==> src/rtl/mgr_mrc_pkg.sv <==
// Shared definitions for the WU-decoder to MRC descriptor receiver:
// beat control codes, option types, descriptor layout and FSM states.
package mgr_mrc_pkg;

  localparam int VALUE_W = 16;

  localparam logic [1:0] CNTL_MOM     = 2'b00;
  localparam logic [1:0] CNTL_SOM     = 2'b01;
  localparam logic [1:0] CNTL_EOM     = 2'b10;
  localparam logic [1:0] CNTL_SOM_EOM = 2'b11;

  typedef enum logic [2:0] {
    OPT_NOP       = 3'd0,
    OPT_CHAN      = 3'd1,
    OPT_BANK      = 3'd2,
    OPT_PAGE      = 3'd3,
    OPT_WORD      = 3'd4,
    OPT_NUM_LANES = 3'd5,
    OPT_STRIDE    = 3'd6
  } opt_type_e;

  typedef struct packed {
    logic [VALUE_W-1:0] chan;
    logic [VALUE_W-1:0] bank;
    logic [VALUE_W-1:0] page;
    logic [VALUE_W-1:0] word;
    logic [VALUE_W-1:0] num_lanes;
    logic [VALUE_W-1:0] stride;
  } desc_t;

  typedef enum logic [1:0] {
    ST_IDLE,
    ST_COLLECT,
    ST_DRAIN,
    ST_HOLD
  } state_e;

  localparam logic [VALUE_W-1:0] DEF_NUM_LANES = VALUE_W'(1);
  localparam logic [VALUE_W-1:0] DEF_STRIDE    = VALUE_W'(1);

  function automatic desc_t desc_defaults();
    desc_t d;
    d           = '0;
    d.num_lanes = DEF_NUM_LANES;
    d.stride    = DEF_STRIDE;
    return d;
  endfunction

endpackage

==> src/rtl/mrc_desc_merge.sv <==
// Merges one beat's option pairs onto a descriptor. Pairs are applied in
// ascending index order so the highest index wins for a repeated type.
module mrc_desc_merge
  import mgr_mrc_pkg::*;
#(
  parameter int OPT_PER_INST = 3,
  parameter int OPT_TYPE_W   = 8
) (
  input  desc_t                                      base,
  input  logic [OPT_PER_INST-1:0][OPT_TYPE_W-1:0]    opt_type,
  input  logic [OPT_PER_INST-1:0][VALUE_W-1:0]       opt_value,
  output desc_t                                      merged,
  output logic                                       unknown
);

  always_comb begin
    merged  = base;
    unknown = 1'b0;
    for (int i = 0; i < OPT_PER_INST; i++) begin
      case (opt_type[i])
        OPT_TYPE_W'(OPT_NOP):       ;
        OPT_TYPE_W'(OPT_CHAN):      merged.chan      = opt_value[i];
        OPT_TYPE_W'(OPT_BANK):      merged.bank      = opt_value[i];
        OPT_TYPE_W'(OPT_PAGE):      merged.page      = opt_value[i];
        OPT_TYPE_W'(OPT_WORD):      merged.word      = opt_value[i];
        OPT_TYPE_W'(OPT_NUM_LANES): merged.num_lanes = opt_value[i];
        OPT_TYPE_W'(OPT_STRIDE):    merged.stride    = opt_value[i];
        default:                    unknown          = 1'b1;
      endcase
    end
  end

endmodule

==> src/rtl/mrc_wud_desc_rx.sv <==
// MRC-side receiver: frames SOM..EOM option beats into one read descriptor
// and presents it on a registered valid/ready port with error pulses.
module mrc_wud_desc_rx
  import mgr_mrc_pkg::*;
#(
  parameter int OPT_PER_INST = 3,
  parameter int OPT_TYPE_W   = 8,
  parameter int OPT_VALUE_W  = VALUE_W,
  parameter int MAX_BEATS    = 8
) (
  input  logic                                    clk,
  input  logic                                    reset_poweron_n,
  input  logic                                    wud__mrc__valid,
  output logic                                    mrc__wud__ready,
  input  logic [1:0]                              wud__mrc__cntl,
  input  logic [OPT_PER_INST-1:0][OPT_TYPE_W-1:0] wud__mrc__option_type,
  input  logic [OPT_PER_INST-1:0][OPT_VALUE_W-1:0] wud__mrc__option_value,
  output logic                                    mrc__mrg__valid,
  input  logic                                    mrg__mrc__ready,
  output logic [OPT_VALUE_W-1:0]                  mrc__mrg__chan,
  output logic [OPT_VALUE_W-1:0]                  mrc__mrg__bank,
  output logic [OPT_VALUE_W-1:0]                  mrc__mrg__page,
  output logic [OPT_VALUE_W-1:0]                  mrc__mrg__word,
  output logic [OPT_VALUE_W-1:0]                  mrc__mrg__num_lanes,
  output logic [OPT_VALUE_W-1:0]                  mrc__mrg__stride,
  output logic                                    mrc__err_framing,
  output logic                                    mrc__err_unknown_opt,
  output logic                                    mrc__err_overrun
);

  localparam int CNT_W = $clog2(MAX_BEATS + 1);

  state_e           state, state_nxt;
  desc_t            acc, acc_nxt, hold, hold_nxt, out_q, out_nxt, base, merged;
  logic             out_vld, out_vld_nxt;
  logic [CNT_W-1:0] cnt, cnt_nxt;
  logic [CNT_W:0]   cnt_inc;
  logic             beat, som, eom, unknown, slot_free, at_limit;
  logic             take, done;
  logic             err_fr_c, err_unk_c, err_ov_c;

  assign som       = wud__mrc__cntl[0];
  assign eom       = wud__mrc__cntl[1];
  // Gated by reset so the decoder never sees ready while the block is held.
  assign mrc__wud__ready = reset_poweron_n && (state != ST_HOLD);
  assign beat      = wud__mrc__valid && mrc__wud__ready;
  assign slot_free = !out_vld || mrg__mrc__ready;
  assign cnt_inc   = {1'b0, cnt} + 1'b1;
  assign at_limit  = cnt_inc >= (CNT_W+1)'(MAX_BEATS);
  assign base      = som ? desc_defaults() : acc;

  mrc_desc_merge #(
    .OPT_PER_INST (OPT_PER_INST),
    .OPT_TYPE_W   (OPT_TYPE_W)
  ) u_merge (
    .base      (base),
    .opt_type  (wud__mrc__option_type),
    .opt_value (wud__mrc__option_value),
    .merged    (merged),
    .unknown   (unknown)
  );

  always_ff @(posedge clk or negedge reset_poweron_n) begin
    if (!reset_poweron_n) state <= ST_IDLE;
    else                  state <= state_nxt;
  end

  always_comb begin
    state_nxt = state;
    unique case (state)
      ST_IDLE:
        if (beat && som) state_nxt = eom ? (slot_free ? ST_IDLE : ST_HOLD) : ST_COLLECT;
      ST_COLLECT:
        if (beat) begin
          if (eom)                  state_nxt = slot_free ? ST_IDLE : ST_HOLD;
          else if (!som && at_limit) state_nxt = ST_DRAIN;
        end
      ST_DRAIN:
        if (beat) begin
          if (eom)      state_nxt = ST_IDLE;
          else if (som) state_nxt = ST_COLLECT;
        end
      ST_HOLD:
        if (slot_free) state_nxt = ST_IDLE;
      default: state_nxt = ST_IDLE;
    endcase
  end

  // take: this beat is merged; done: it also completes the descriptor.
  always_comb begin
    acc_nxt     = acc;
    cnt_nxt     = cnt;
    hold_nxt    = hold;
    out_nxt     = out_q;
    out_vld_nxt = out_vld && !mrg__mrc__ready;
    take        = 1'b0;
    done        = 1'b0;
    err_fr_c    = 1'b0;
    err_unk_c   = 1'b0;
    err_ov_c    = 1'b0;
    unique case (state)
      ST_IDLE:
        if (beat) begin
          if (som) begin
            take = 1'b1;
            done = eom;
          end else begin
            err_fr_c = 1'b1;
          end
        end
      ST_COLLECT:
        if (beat) begin
          err_fr_c = som;
          if (som || eom || !at_limit) begin
            take = 1'b1;
            done = eom;
          end else begin
            err_ov_c = 1'b1;
          end
        end
      ST_DRAIN:
        if (beat && som && !eom) take = 1'b1;
      ST_HOLD:
        if (slot_free) begin
          out_nxt     = hold;
          out_vld_nxt = 1'b1;
        end
      default: ;
    endcase
    if (take) begin
      err_unk_c = unknown;
      if (done) begin
        acc_nxt = '0;
        cnt_nxt = '0;
        if (slot_free) begin
          out_nxt     = merged;
          out_vld_nxt = 1'b1;
        end else begin
          hold_nxt = merged;
        end
      end else begin
        acc_nxt = merged;
        cnt_nxt = som ? CNT_W'(1) : cnt_inc[CNT_W-1:0];
      end
    end
    if (err_ov_c) begin
      acc_nxt = '0;
      cnt_nxt = '0;
    end
  end

  always_ff @(posedge clk or negedge reset_poweron_n) begin
    if (!reset_poweron_n) begin
      acc                  <= '0;
      hold                 <= '0;
      out_q                <= '0;
      out_vld              <= 1'b0;
      cnt                  <= '0;
      mrc__err_framing     <= 1'b0;
      mrc__err_unknown_opt <= 1'b0;
      mrc__err_overrun     <= 1'b0;
    end else begin
      acc                  <= acc_nxt;
      hold                 <= hold_nxt;
      out_q                <= out_nxt;
      out_vld              <= out_vld_nxt;
      cnt                  <= cnt_nxt;
      mrc__err_framing     <= err_fr_c;
      mrc__err_unknown_opt <= err_unk_c;
      mrc__err_overrun     <= err_ov_c;
    end
  end

  assign mrc__mrg__valid     = out_vld;
  assign mrc__mrg__chan      = out_q.chan;
  assign mrc__mrg__bank      = out_q.bank;
  assign mrc__mrg__page      = out_q.page;
  assign mrc__mrg__word      = out_q.word;
  assign mrc__mrg__num_lanes = out_q.num_lanes;
  assign mrc__mrg__stride    = out_q.stride;

endmodule

==> config.mk <==
export PLATFORM = sky130hd
export DESIGN_NAME = mrc_wud_desc_rx
export DESIGN_NICKNAME = d
export VERILOG_FILES = /design/src/rtl/mgr_mrc_pkg.sv /design/src/rtl/mrc_desc_merge.sv /design/src/rtl/mrc_wud_desc_rx.sv
export SDC_FILE = /design/constraint.sdc
export NUM_CORES = 1
export LEC_CHECK = 0
export BUFFER_PORTS_ARGS = -buffer_cell sky130_fd_sc_hd__clkbuf_2
export CORE_UTILIZATION = 47
export DETAILED_ROUTE_END_ITERATION = 10
export GPL_ROUTABILITY_DRIVEN = 0
export PLACE_DENSITY = 0.67
export SYNTH_ARGS = -nofsm -noshare
export SYNTH_HDL_FRONTEND = slang
export SYNTH_SLANG_ARGS = --single-unit
==> constraint.sdc <==
create_clock -name clk -period 3 [get_ports clk]
set_input_delay 0.3 -clock clk [delete_from_list [all_inputs] [get_ports clk]]
set_output_delay 0.3 -clock clk [all_outputs]
set_load 0.02 [all_outputs]
==> load_flow_metrics.sql <==
INSERT INTO impl_metrics (metric_group, metric, value, unit) VALUES
('cts', 'clock_sinks', '298', ''),
('logic_synthesis', 'netlist_area', '15140', 'um^2'),
('logic_synthesis', 'synthArstFlopShare', '100.0', '%'),
('logic_synthesis', 'flops_latches_synth', '298', ''),
('finish', 'design_area', '17460', 'um^2'),
('grt', 'first_global_vias', '12730', ''),
('timing', 'max_transition_viols_final', '0', ''),
('place', 'dp.final_hpwl', '31660', 'um'),
('timing', 'hold_viol_final', '0', ''),
('logic_synthesis', 'yosys_warnings', '0', ''),
('pwr', 'power-per-cell-area', '600.7', 'nW/um^2'),
('grt', 'antenna_found_initial', '5', ''),
('detailed_routing', 'drc', '0', ''),
('detailed_routing', 'routed_via_count', '13770', ''),
('place', 'place.port_buffers', '178', ''),
('cts', 'cts_made_buffers', '34', ''),
('floorplan', 'pin_count', '179', ''),
('finish', 'layout-drive-gt1-share', '22.06', '%'),
('floorplan', 'vertical_die_dimension', '181.5', 'um'),
('cts', 'clock_latency', '530', 'ps'),
('grt', 'global_route_wire_length_before_repair', '77570', 'um'),
('logic_synthesis', 'synth_enable_flop_cells', '0', ''),
('worst_setup_path', 'crit_path_end_kind', 'flip-flop', ''),
('floorplan', 'die_w', '181.5', 'um'),
('cts', 'clockBufferDepth', '3', ''),
('floorplan', 'floorplan.initialDensity', '47.87', '%'),
('timing', 'fin_crit_sh', '89.93', '%'),
('cts', 'cts.repair.resized', '0', ''),
('worst_setup_path', 'crit_fanout', '97', ''),
('logic_synthesis', 'synth.yosys.seq_area_share', '49.24', '%'),
('cts', 'clk_transition_reported_paths', '50', 'ps'),
('cts', 'cts_setup_buffers', '0', ''),
('floorplan', 'die_area', '32940', 'um^2'),
('grt', 'total_routing_usage_gr', '30.92', '%'),
('finish', 'layout.core_utilization', '55.20', '%'),
('finish', 'register_area', '7457', 'um^2'),
('logic_synthesis', 'syn-num-nets', '1721', ''),
('cts', 'tritoncts', 'yes', ''),
('floorplan', 'core_region_area', '31640', 'um^2'),
('timing', 'grt_setup_unrepaired', 'false', ''),
('detailed_routing', 'final_antenna_net_count', '0', ''),
('pwr', 'share_seq_of_total_power', '43.6', '%'),
('worst_setup_path', 'timing.critical_path.cells', 'dlygate4sd3_1, buf_8, nand2_1, nor4_2, or2_2, buf_12, o21ai_0', ''),
('pwr', 'sw_frac_of_total', '30.15', '%'),
('timing', 'finalHoldWorstSlack', '95.73', 'ps'),
('cts', 'htreeDepth', '2', ''),
('timing', 'timing.max_slew.rel_slack', '17.11', '%'),
('job', 'timing.max_cap.violations', '0', ''),
('detailed_routing', 'drt-total-wl', '50840', 'um'),
('cts', 'cts-root-buf', 'sky130_fd_sc_hd__clkbuf_16', ''),
('finish', 'finalNetCount', '1825', ''),
('pwr', 'combinationalPowerShare', '17.8', '%'),
('worst_setup_path', 'critPathArrivalTime', '3060', 'ps'),
('pwr', 'internal-power', '7.328', 'mW'),
('worst_setup_path', 'timing.critical_path.from_type', 'primary input', ''),
('finish', 'layout.filler_cells', '2864', ''),
('timing', 'setup-violations-final', '0', ''),
('timing', 'worst-slew-pin-transition', '1243', 'ps'),
('pwr', 'p_sw', '3.163', 'mW'),
('worst_setup_path', 'critPathMaxStageDelay', '750', 'ps'),
('worst_setup_path', 'worst_path_max_delay_cell', 'sky130_fd_sc_hd__nor4_2', ''),
('logic_synthesis', 'avgSynthCellArea', '9.229', 'um^2'),
('finish', 'area_growth_syn_to_layout', '15.32', '%'),
('status', 'run_status', 'complete, no violations', ''),
('detailed_routing', 'drt_first_iter_violations', '1567', ''),
('worst_setup_path', 'worstSetupPathType', 'in2reg', ''),
('place', 'place_area', '16370', 'um^2'),
('timing', 'fin_tns_setup', '0', 'ps'),
('pwr', 'worst_ir_drop_vdd', '0.4622', 'mV'),
('grt', 'grt_remaining_overflow', '0', ''),
('timing', 'achievable-frequency', '370.7', 'MHz');
final timing paths:
path	from	endpoint	slack, ps	depth (start not counted)
worst max-delay path	reset_poweron_n	acc[65]$_DFFE_PN0P_	300	7
worst min-delay path	wud__mrc__cntl[1]	mrc__err_overrun$_DFF_PN0_	100	2
worst max register to register	cnt[0]$_DFFE_PN0P_	acc[65]$_DFFE_PN0P_	510	7
worst min register to register	hold[42]$_DFFE_PN0P_	hold[42]$_DFFE_PN0P_	470	2
max in group asynchronous	reset_poweron_n	mrc__mrg__chan[11]$_DFF_PN0_	710	4
min in group asynchronous	reset_poweron_n	mrc__err_framing$_DFF_PN0_	310	2
stage by stage:
| stage | power (mW) | std cells |
|---|---|---|
| after floorplan | 5.720 | 1641 |
| after CTS | 10.51 | 2170 |
| final | 10.49 | 2175 |
| after global placement | 6.430 | 2110 |
| after global routing | 10.90 | 2173 |
| after detailed placement | 6.481 | 2110 |
synth_stat cells, types with 2 or more instances:
cell                          n  area share, %
sky130_fd_sc_hd__nor4b_1      2           0.12
sky130_fd_sc_hd__nand4bb_1    2           0.15
sky130_fd_sc_hd__o221ai_2     2           0.20
sky130_fd_sc_hd__or3_1       22           0.91
sky130_fd_sc_hd__or4_1        2          0.099
sky130_fd_sc_hd__nand4_1     38            1.6
sky130_fd_sc_hd__and4b_1      2           0.13
sky130_fd_sc_hd__inv_1       39           0.97
sky130_fd_sc_hd__o21ai_1     35            1.2
sky130_fd_sc_hd__o211ai_1    59            2.9
sky130_fd_sc_hd__nor4_4       2           0.28
sky130_fd_sc_hd__nor4_2       2           0.17
sky130_fd_sc_hd__buf_2       20           0.66
sky130_fd_sc_hd__nand4b_1     5           0.29
sky130_fd_sc_hd__buf_6        4           0.30
sky130_fd_sc_hd__nor4bb_1     4           0.26
sky130_fd_sc_hd__clkbuf_1   122            3.0
sky130_fd_sc_hd__nor4_1       3           0.12
sky130_fd_sc_hd__nor2_1      10           0.25
sky130_fd_sc_hd__o2111ai_2    2           0.20
sky130_fd_sc_hd__o21ai_0    259            8.6
sky130_fd_sc_hd__ha_1         2           0.17
sky130_fd_sc_hd__nor2b_1      5           0.21
sky130_fd_sc_hd__nor4b_2      2           0.20
sky130_fd_sc_hd__a21oi_1     27           0.89
sky130_fd_sc_hd__o2111ai_1   20            1.2
sky130_fd_sc_hd__nand3_1     74            2.4
sky130_fd_sc_hd__mux2_2      96            7.1
sky130_fd_sc_hd__nor3_1      27           0.89
sky130_fd_sc_hd__o221ai_1    93            5.4
sky130_fd_sc_hd__nand2b_1     3           0.12
sky130_fd_sc_hd__or2_1        2          0.083
sky130_fd_sc_hd__a31oi_1      3           0.12
sky130_fd_sc_hd__a21o_1       2          0.099
sky130_fd_sc_hd__dfrtp_1    298             49
sky130_fd_sc_hd__nand2_1    325            8.1
sky130_fd_sc_hd__and2_1       3           0.12
routing by layer:
metal,up-vias,track usage (%),routed length (um)
li1,6219,-,-
met1,6597,44.50,20770
met2,809,42.26,21090
met3,140,9.787,6544
met4,0,13.86,2438
met5,-,0,0
what timing repair did:
item                                    CTS  global route
endpoints found under the setup margin    0             0
hold buffers                              1             0
endpoints found under the hold margin    27             0
final cells by class:
| type | count | area share (%) |
|---|---|---|
| sequential | 298 | 42.70 |
| multi-input combinational | 1156 | 40.00 |
| timing repair buffer | 216 | 7.379 |
| clock buffer | 43 | 5.302 |
| tap | 402 | 2.880 |
| inverter | 39 | 0.8382 |
| clock inverter | 16 | 0.8311 |
| antenna | 5 | 0.07164 |
layout by cell type (no fill, tap or decap), types with 5 or more instances in the layout:
cell type,count
sky130_fd_sc_hd__buf_4,29
sky130_fd_sc_hd__mux2_2,96
sky130_fd_sc_hd__a21oi_1,27
sky130_fd_sc_hd__nor2b_1,5
sky130_fd_sc_hd__nor2_1,9
sky130_fd_sc_hd__o221ai_1,93
sky130_fd_sc_hd__inv_1,38
sky130_fd_sc_hd__nand2_1,322
sky130_fd_sc_hd__o21ai_0,259
sky130_fd_sc_hd__clkbuf_16,35
sky130_fd_sc_hd__o2111ai_1,20
sky130_fd_sc_hd__diode_2,5
sky130_fd_sc_hd__nor3_1,27
sky130_fd_sc_hd__nand3_1,74
sky130_fd_sc_hd__buf_12,8
sky130_fd_sc_hd__nand4b_1,5
sky130_fd_sc_hd__dfrtp_1,298
sky130_fd_sc_hd__clkinv_2,9
sky130_fd_sc_hd__o211ai_1,59
sky130_fd_sc_hd__clkbuf_1,6
sky130_fd_sc_hd__clkbuf_2,177
sky130_fd_sc_hd__or3_1,22
sky130_fd_sc_hd__o21ai_1,35
sky130_fd_sc_hd__nand4_1,38
critical path, delay by kind of cell:
family                 cells  cell delay (ps)
and+or+nand+nor            3             1270
buffers and inverters      3             1210
AOI/OAI and AO/OA          1              160
state kept, by name (all words and copies together) (netlist names), 2 cells and up:
signal	cells
acc	96
mrc__mrg__bank	16
mrc__mrg__stride	16
mrc__mrg__word	16
cnt	4
mrc__mrg__page	16
mrc__mrg__chan	16
hold	96
state	2
mrc__mrg__num_lanes	16
cells by family after synthesis:
family,synth area share [%]
simple gates,17.04
buf+inv,5.023
xor+xnor,0.05784
mux,7.204
compound gates,21.27
flops,49.24
fa+ha+maj,0.1652
power groups by stage:
stage	registers, mW	logic (mW)	clock network (mW)
6_report	4.57	1.87	4.05
3_5_place_dp	4.64	1.84	0
3_3_place_gp	4.63	1.80	0
4_1_cts	4.57	1.84	4.09
2_1_floorplan	4.74	0.980	0
5_1_grt	4.61	2.03	4.25
No activity file was read; power rests on OpenSTA's default activity.
